--- src/rtl/tspi_master.sv ---
// Trit-serial full-duplex master: shifts a balanced-ternary word out on O_mosi and captures I_miso.
// Optional trailing mod-3 parity trit is enabled with the TSPI_PARITY_EN macro.
module tspi_master #(
  parameter int TRITS = 6,
  parameter int DIV   = 1
) (
  input  logic                 I_clk,
  input  logic                 I_rst_n,
  input  logic                 I_req,
  input  logic [2*TRITS-1:0]   I_wdata,
  output logic                 O_busy,
  output logic                 O_done,
  output logic [2*TRITS-1:0]   O_rdata,
  output logic                 O_err,
  output logic                 O_cs_n,
  output logic [1:0]           O_mosi,
  output logic [1:0]           O_sck,
  input  logic [1:0]           I_miso
);

  // state   | meaning
  // IDLE    | link released, waiting for I_req
  // LEAD    | select asserted, first trit presented, sck ZERO
  // LOW     | sck MINUS, current trit on mosi
  // HIGH    | sck PLUS, miso sampled on first cycle, shift at end
  // TRAIL   | sck/mosi ZERO, select still asserted
  // DONE    | one-cycle result strobe
  typedef enum logic [2:0] {
    S_IDLE  = 3'd0,
    S_LEAD  = 3'd1,
    S_LOW   = 3'd2,
    S_HIGH  = 3'd3,
    S_TRAIL = 3'd4,
    S_DONE  = 3'd5
  } state_t;

  localparam logic [1:0] T_ZERO  = 2'b00;
  localparam logic [1:0] T_PLUS  = 2'b01;
  localparam logic [1:0] T_MINUS = 2'b10;

`ifdef TSPI_PARITY_EN
  localparam int NT = TRITS + 1;
`else
  localparam int NT = TRITS;
`endif
  localparam int CW = $clog2(NT + 1);
  localparam int TW = (DIV > 0) ? $clog2(DIV + 1) : 1;
  localparam logic [TW-1:0] TMR_LOAD = TW'(DIV);
  localparam logic [CW-1:0] CNT_LAST = CW'(NT - 1);

  function automatic logic [1:0] trit_clean(input logic [1:0] t);
    return (t == 2'b11) ? T_ZERO : t;
  endfunction

`ifdef TSPI_PARITY_EN
  // Residue arithmetic mod 3 with MINUS treated as 2; invalid trits count as ZERO.
  function automatic logic [1:0] m3_add(input logic [1:0] acc, input logic [1:0] t);
    logic [2:0] s;
    s = {1'b0, acc} + ((t == T_PLUS) ? 3'd1 : (t == T_MINUS) ? 3'd2 : 3'd0);
    return (s >= 3'd3) ? 2'(s - 3'd3) : s[1:0];
  endfunction
`endif

  state_t            state_q, state_d;
  logic [TW-1:0]     tmr_q, tmr_d;
  logic [CW-1:0]     cnt_q, cnt_d;
  logic [2*NT-1:0]   tx_q, tx_d;
  logic [2*TRITS-1:0] rx_q, rx_d;
  logic              inv_q, inv_d;
  logic [2*TRITS-1:0] rdata_d;
  logic              err_d;
  logic              busy_d, done_d, cs_n_d;
  logic [1:0]        mosi_d, sck_d;
  logic              tc;
  logic              par_bad;
`ifdef TSPI_PARITY_EN
  logic [1:0]        par_q, par_d;
  logic [1:0]        wsum;
  logic [1:0]        ptrit;
`endif

  assign tc = (tmr_q == '0);

`ifdef TSPI_PARITY_EN
  always_comb begin
    wsum = 2'd0;
    for (int i = 0; i < TRITS; i++) begin
      wsum = m3_add(wsum, I_wdata[2*i +: 2]);
    end
    ptrit = (wsum == 2'd1) ? T_MINUS : (wsum == 2'd2) ? T_PLUS : T_ZERO;
  end
  assign par_bad = (par_q != 2'd0);
`else
  assign par_bad = 1'b0;
`endif

  always_comb begin
    state_d = state_q;
    tmr_d   = tmr_q;
    cnt_d   = cnt_q;
    tx_d    = tx_q;
    rx_d    = rx_q;
    inv_d   = inv_q;
    rdata_d = O_rdata;
    err_d   = O_err;
`ifdef TSPI_PARITY_EN
    par_d   = par_q;
`endif
    case (state_q)
      S_IDLE: begin
        if (I_req) begin
          state_d = S_LEAD;
          tmr_d   = TMR_LOAD;
          cnt_d   = '0;
`ifdef TSPI_PARITY_EN
          tx_d    = {I_wdata, ptrit};
          par_d   = 2'd0;
`else
          tx_d    = I_wdata;
`endif
          rx_d    = '0;
          inv_d   = 1'b0;
        end
      end
      S_LEAD: begin
        if (tc) begin
          state_d = S_LOW;
          tmr_d   = TMR_LOAD;
        end else begin
          tmr_d = tmr_q - TW'(1);
        end
      end
      S_LOW: begin
        if (tc) begin
          state_d = S_HIGH;
          tmr_d   = TMR_LOAD;
        end else begin
          tmr_d = tmr_q - TW'(1);
        end
      end
      S_HIGH: begin
        if (tmr_q == TMR_LOAD) begin
          inv_d = inv_q | (I_miso == 2'b11);
`ifdef TSPI_PARITY_EN
          par_d = m3_add(par_q, I_miso);
          if (cnt_q != CNT_LAST) rx_d = {rx_q[2*TRITS-3:0], trit_clean(I_miso)};
`else
          rx_d  = {rx_q[2*TRITS-3:0], trit_clean(I_miso)};
`endif
        end
        if (tc) begin
          tx_d    = {tx_q[2*NT-3:0], 2'b00};
          cnt_d   = cnt_q + CW'(1);
          tmr_d   = TMR_LOAD;
          state_d = (cnt_q == CNT_LAST) ? S_TRAIL : S_LOW;
        end else begin
          tmr_d = tmr_q - TW'(1);
        end
      end
      S_TRAIL: begin
        if (tc) begin
          state_d = S_DONE;
          rdata_d = rx_q;
          err_d   = inv_q | par_bad;
        end else begin
          tmr_d = tmr_q - TW'(1);
        end
      end
      S_DONE:  state_d = S_IDLE;
      default: state_d = S_IDLE;
    endcase

    // Outputs are decoded from the next state so they come straight out of flops.
    busy_d = (state_d inside {S_LEAD, S_LOW, S_HIGH, S_TRAIL});
    cs_n_d = ~busy_d;
    done_d = (state_d == S_DONE);
    sck_d  = (state_d == S_LOW) ? T_MINUS : (state_d == S_HIGH) ? T_PLUS : T_ZERO;
    mosi_d = (state_d inside {S_LEAD, S_LOW, S_HIGH}) ? trit_clean(tx_d[2*NT-1 -: 2]) : T_ZERO;
  end

  always_ff @(posedge I_clk or negedge I_rst_n) begin
    if (!I_rst_n) begin
      state_q <= S_IDLE;
      tmr_q   <= '0;
      cnt_q   <= '0;
      tx_q    <= '0;
      rx_q    <= '0;
      inv_q   <= 1'b0;
`ifdef TSPI_PARITY_EN
      par_q   <= 2'd0;
`endif
      O_busy  <= 1'b0;
      O_done  <= 1'b0;
      O_rdata <= '0;
      O_err   <= 1'b0;
      O_cs_n  <= 1'b1;
      O_mosi  <= T_ZERO;
      O_sck   <= T_ZERO;
    end else begin
      state_q <= state_d;
      tmr_q   <= tmr_d;
      cnt_q   <= cnt_d;
      tx_q    <= tx_d;
      rx_q    <= rx_d;
      inv_q   <= inv_d;
`ifdef TSPI_PARITY_EN
      par_q   <= par_d;
`endif
      O_busy  <= busy_d;
      O_done  <= done_d;
      O_rdata <= rdata_d;
      O_err   <= err_d;
      O_cs_n  <= cs_n_d;
      O_mosi  <= mosi_d;
      O_sck   <= sck_d;
    end
  end

endmodule

--- config.mk ---
export PLATFORM = sky130hd
export DESIGN_NAME = tspi_master
export DESIGN_NICKNAME = d
export VERILOG_FILES = /design/src/rtl/tspi_master.sv
export SDC_FILE = /design/constraint.sdc
export NUM_CORES = 1
export LEC_CHECK = 0
export ABC_AREA = 1
export BUFFER_PORTS_ARGS = -buffer_cell sky130_fd_sc_hd__buf_2
export CORE_MARGIN = 3
export CORE_UTILIZATION = 25
export CTS_CLUSTER_DIAMETER = 150
export DETAILED_ROUTE_END_ITERATION = 12
export SLEW_MARGIN = 25
export SYNTH_ARGS = -nofsm -noshare
export SYNTH_HDL_FRONTEND = slang
export SYNTH_SLANG_ARGS = --single-unit
--- constraint.sdc ---
create_clock -name I_clk -period 1.2 [get_ports I_clk]
set_input_delay 0.06 -clock I_clk [delete_from_list [all_inputs] [get_ports I_clk]]
set_output_delay 0.06 -clock I_clk [all_outputs]
set_load 0.05 [all_outputs]
==> results by stage <==
STA:
- The portion of the clock cycle consumed by the worst path in the final layout is 1.10.
- For this run, the top clock speed supported by timing is 0.754 GHz.
- The final-report hold violation count is 0.
- The number of max-slew violations in the final report is 0.
- The worst setup skew after layout is 0.0112 ns.
- The worst relative slew slack is 0.810.
- The transition at the pin with the smallest max-transition slack is 0.284 ns.
- Setup repair after global routing could not meet its margin everywhere.
- The worst path in the final design needs a cycle of 1.33 ns, including I/O delays and setup.
- The worst setup slack after layout is -0.126 ns.
- The final setup violation count is 48.

Synth:
- Yosys mapped the design onto 27 distinct sky130hd cell types.
- The cell area that synthesis handed to floorplanning was 0.00225 sq mm.
- In this run, synthesis inferred 0 flip-flops with an integrated enable.
- The post-synth net total is 259.
- The mean instance size in the synthesized netlist is 9.38 sq um.
- Synthesis handed over a netlist of 240 instances.
- In the synthesized netlist the dominant register cell turns out to be dfrtp_1.
- The number of synthesis warnings is 0.
- The share of synthesized flip-flops with an asynchronous set or reset is 1.00.
- The sequential-to-total area share from yosys stat is 0.578.
- Counting flops and latches in the post-synthesis netlist gives 52.

Global route:
- The first-pass GRT wire length is 8980 microns.
- Entering global routing, the biggest net connects 53 pins.
- The total global-route track usage is 0.110.
- The via count of the first global-routing pass is 1929.
- The number of antenna violations at the first check in global routing came to 0.
- The total overflow left after global routing is 0.

Cells and area:
- After the flow finishes, the layout carries non-filler instances totaling 421.
- In the layout the commonest cells are nand2_1, dfrtp_1, buf_2.
- The area growth from synthesis to layout is 42.7%.
- The layout cell share with drive strength beyond 1 is 0.430.
- The most common cell after layout, fill and taps aside is nand2_1.
- The number of antenna diodes in the final layout is 0.
- The number of nets in the layout is 334.

Setup path:
- In this run the worst path has a maximum fanout of 6.
- The worst setup path is of the reg2reg kind.
- STA classifies the critical path startpoint as a flip-flop.
- The endpoint type of the worst setup path is a flip-flop.
- The launch point of the worst reg-to-reg path is state_q[1].
- The data required time at the worst endpoint is 1.41 ns.
- The endpoint arrival time on the critical path is 1.54 ns.
- In this run the worst setup path begins at state_q[1].

Hold path:
- In this run the most critical hold path is launched from I_wdata[9].
- The type of the tightest min-delay check is in2reg.

Status:
- The checks that failed: negative setup slack.
- The flow ran to the end, but the final reports show violations.

Die:
- The width of the chip is 101 microns.
- The floorplan has 33 rows.
- The area of the die is 0.0102 sq mm.
- The core region is 0.00846 sq mm.
- The initial core utilization is 0.266.
- The count of boundary I/O pins is 37.
- From bottom edge to top edge, the die measures 101 microns.

Drt:
- The wire length reported by the detailed router is 5340 microns.
- In this run the remaining antenna-violating nets after routing total 0.
- The vias per cell is 4.40.
- The remaining design rule violation count is 0.
- For this run, the detailed router's first-pass iteration total came to 4.
- The wire length per cell after detailed routing is 12.7 microns.
- The detailed router finished its first iteration with 44 violations.
- The routed layout has 1852 vias.

Clock network:
- The clock tree buffer depth is 2.
- TritonCTS built the clock tree.
- The clock edge transition at the registers on the reported setup and hold paths is 0.10 ns.
- The clock sink total is 52.
- The H-tree was split into 2 levels.
- The clock tree root driver cell is clkbuf_8.
- The clock latency reported for the late side of the worst-skew pair is 0.31 ns.
- Counting the buffers created by CTS gives 5.

Pwr:
- The power density normalized to cell area is 2200 mW/mm^2.
- Across the VDD grid, the largest voltage drop is 947 uV.
- The leakage power figure is 0.00156 uW.
- The overall power is 7050 uW.

Placed design:
- The routability congestion estimate is 0.771.
- The port buffer count is 36.
- The number of cells after detailed placement is 395.
- The final HPWL from detailed placement is 3520 microns.

Job:
- The tool flagged a number of max-cap violations equal to 0.
## cells by family (layout without fill, tap and decap cells)
family	count (synthesis)	in the layout	synth area share
and+or+nand+nor	105	106	0.230
DFF	52	52	0.578
AOI/OAI and AO/OA	42	42	0.104
buffers and inverters	39	114	0.0767
adders and majority gates	2	2	0.0111
## worst paths after layout
| kind | end | slack (ns) | cells past startpoint |
|---|---|---|---|
| max reg2reg | O_mosi[1] | -0.13 | 7 |
| max in group asynchronous | O_cs_n | 0.66 | 3 |
| min | tx_q[9] | 0.01 | 3 |
| min reg2reg | tx_q[0] | 0.48 | 2 |
| min in group asynchronous | O_busy | 0.26 | 3 |
| max | O_mosi[1] | -0.13 | 7 |
## sequential cells by signal (all words and copies together) (netlist names)
name	count
O_busy	1
O_cs_n	1
O_done	1
O_err	1
O_mosi	2
O_rdata	12
O_sck	2
cnt_q	3
inv_q	1
rx_q	12
state_q	3
tmr_q	1
tx_q	12
## Yosys cell counts, types with 3 or more instances
cell type / number / area share
inv_1: 23 / 0.038
a21oi_1: 3 / 0.0067
o21ai_1: 13 / 0.029
o21ai_0: 16 / 0.036
nand3_1: 22 / 0.049
buf_4: 4 / 0.013
dfrtp_1: 51 / 0.57
nor2_1: 8 / 0.013
inv_2: 7 / 0.012
nand4_1: 4 / 0.011
a22oi_1: 7 / 0.023
nand2_2: 4 / 0.011
nand2_1: 56 / 0.093
## what timing repair did
action                     CTS  global route
resized for setup           26            38
pin swaps                   11             9
gates cloned                 0             3
buffers inserted             4             1
setup endpoints to repair   47            51
hold endpoints to repair    61             0
hold buffers                10             0
## area by class of cell
cell class	count	area [sq um]
inverter	31	141
sequential	52	1310
timing repair buffer	75	596
fill	844	5250
clock buffer	5	68.8
tap	105	131
clock inverter	3	21.3
multi-input combinational	150	948
## through the flow
stage               TNS [ns]  hold slack, ns  setup WS (ns)  utilization  cell area [sq um]
floorplan             -0.361          -0.236        -0.0336            -               2260
global placement       -2.55          0.0767         -0.118        0.322               2730
detailed placement     -4.24          0.0802         -0.145        0.322               2730
CTS                    -3.55         0.00217         -0.103        0.358               3030
global route           -7.67         0.00751         -0.211        0.380               3210
finish                 -3.78          0.0105         -0.126        0.380               3210
## report_power, final
part / switching [uW] / internal, uW / leakage, uW
clock: 626 / 416 / 0.0000445
sequential: 288 / 2190 / 0.000673
combinational: 2080 / 1450 / 0.000844
total: 3000 / 4060 / 0.00156
## worst max-delay path, cell delays in order (launching register included)
cell and delay [ns]:
dfrtp_2 0.48, nor2_4 0.18, nand3_4 0.17, buf_6 0.18, nand3_4 0.08, nand2_4 0.05, nand2_2 0.06, nor2_2 0.03
## per-layer routing
layer / global-route usage / wire length [microns]
met2: 0.182 / 2570
met4: 0.0307 / 44
met3: 0.0263 / 232
met5: 0 / 0
met1: 0.144 / 2490
Note: power is estimated with default switching activity, not from simulation.
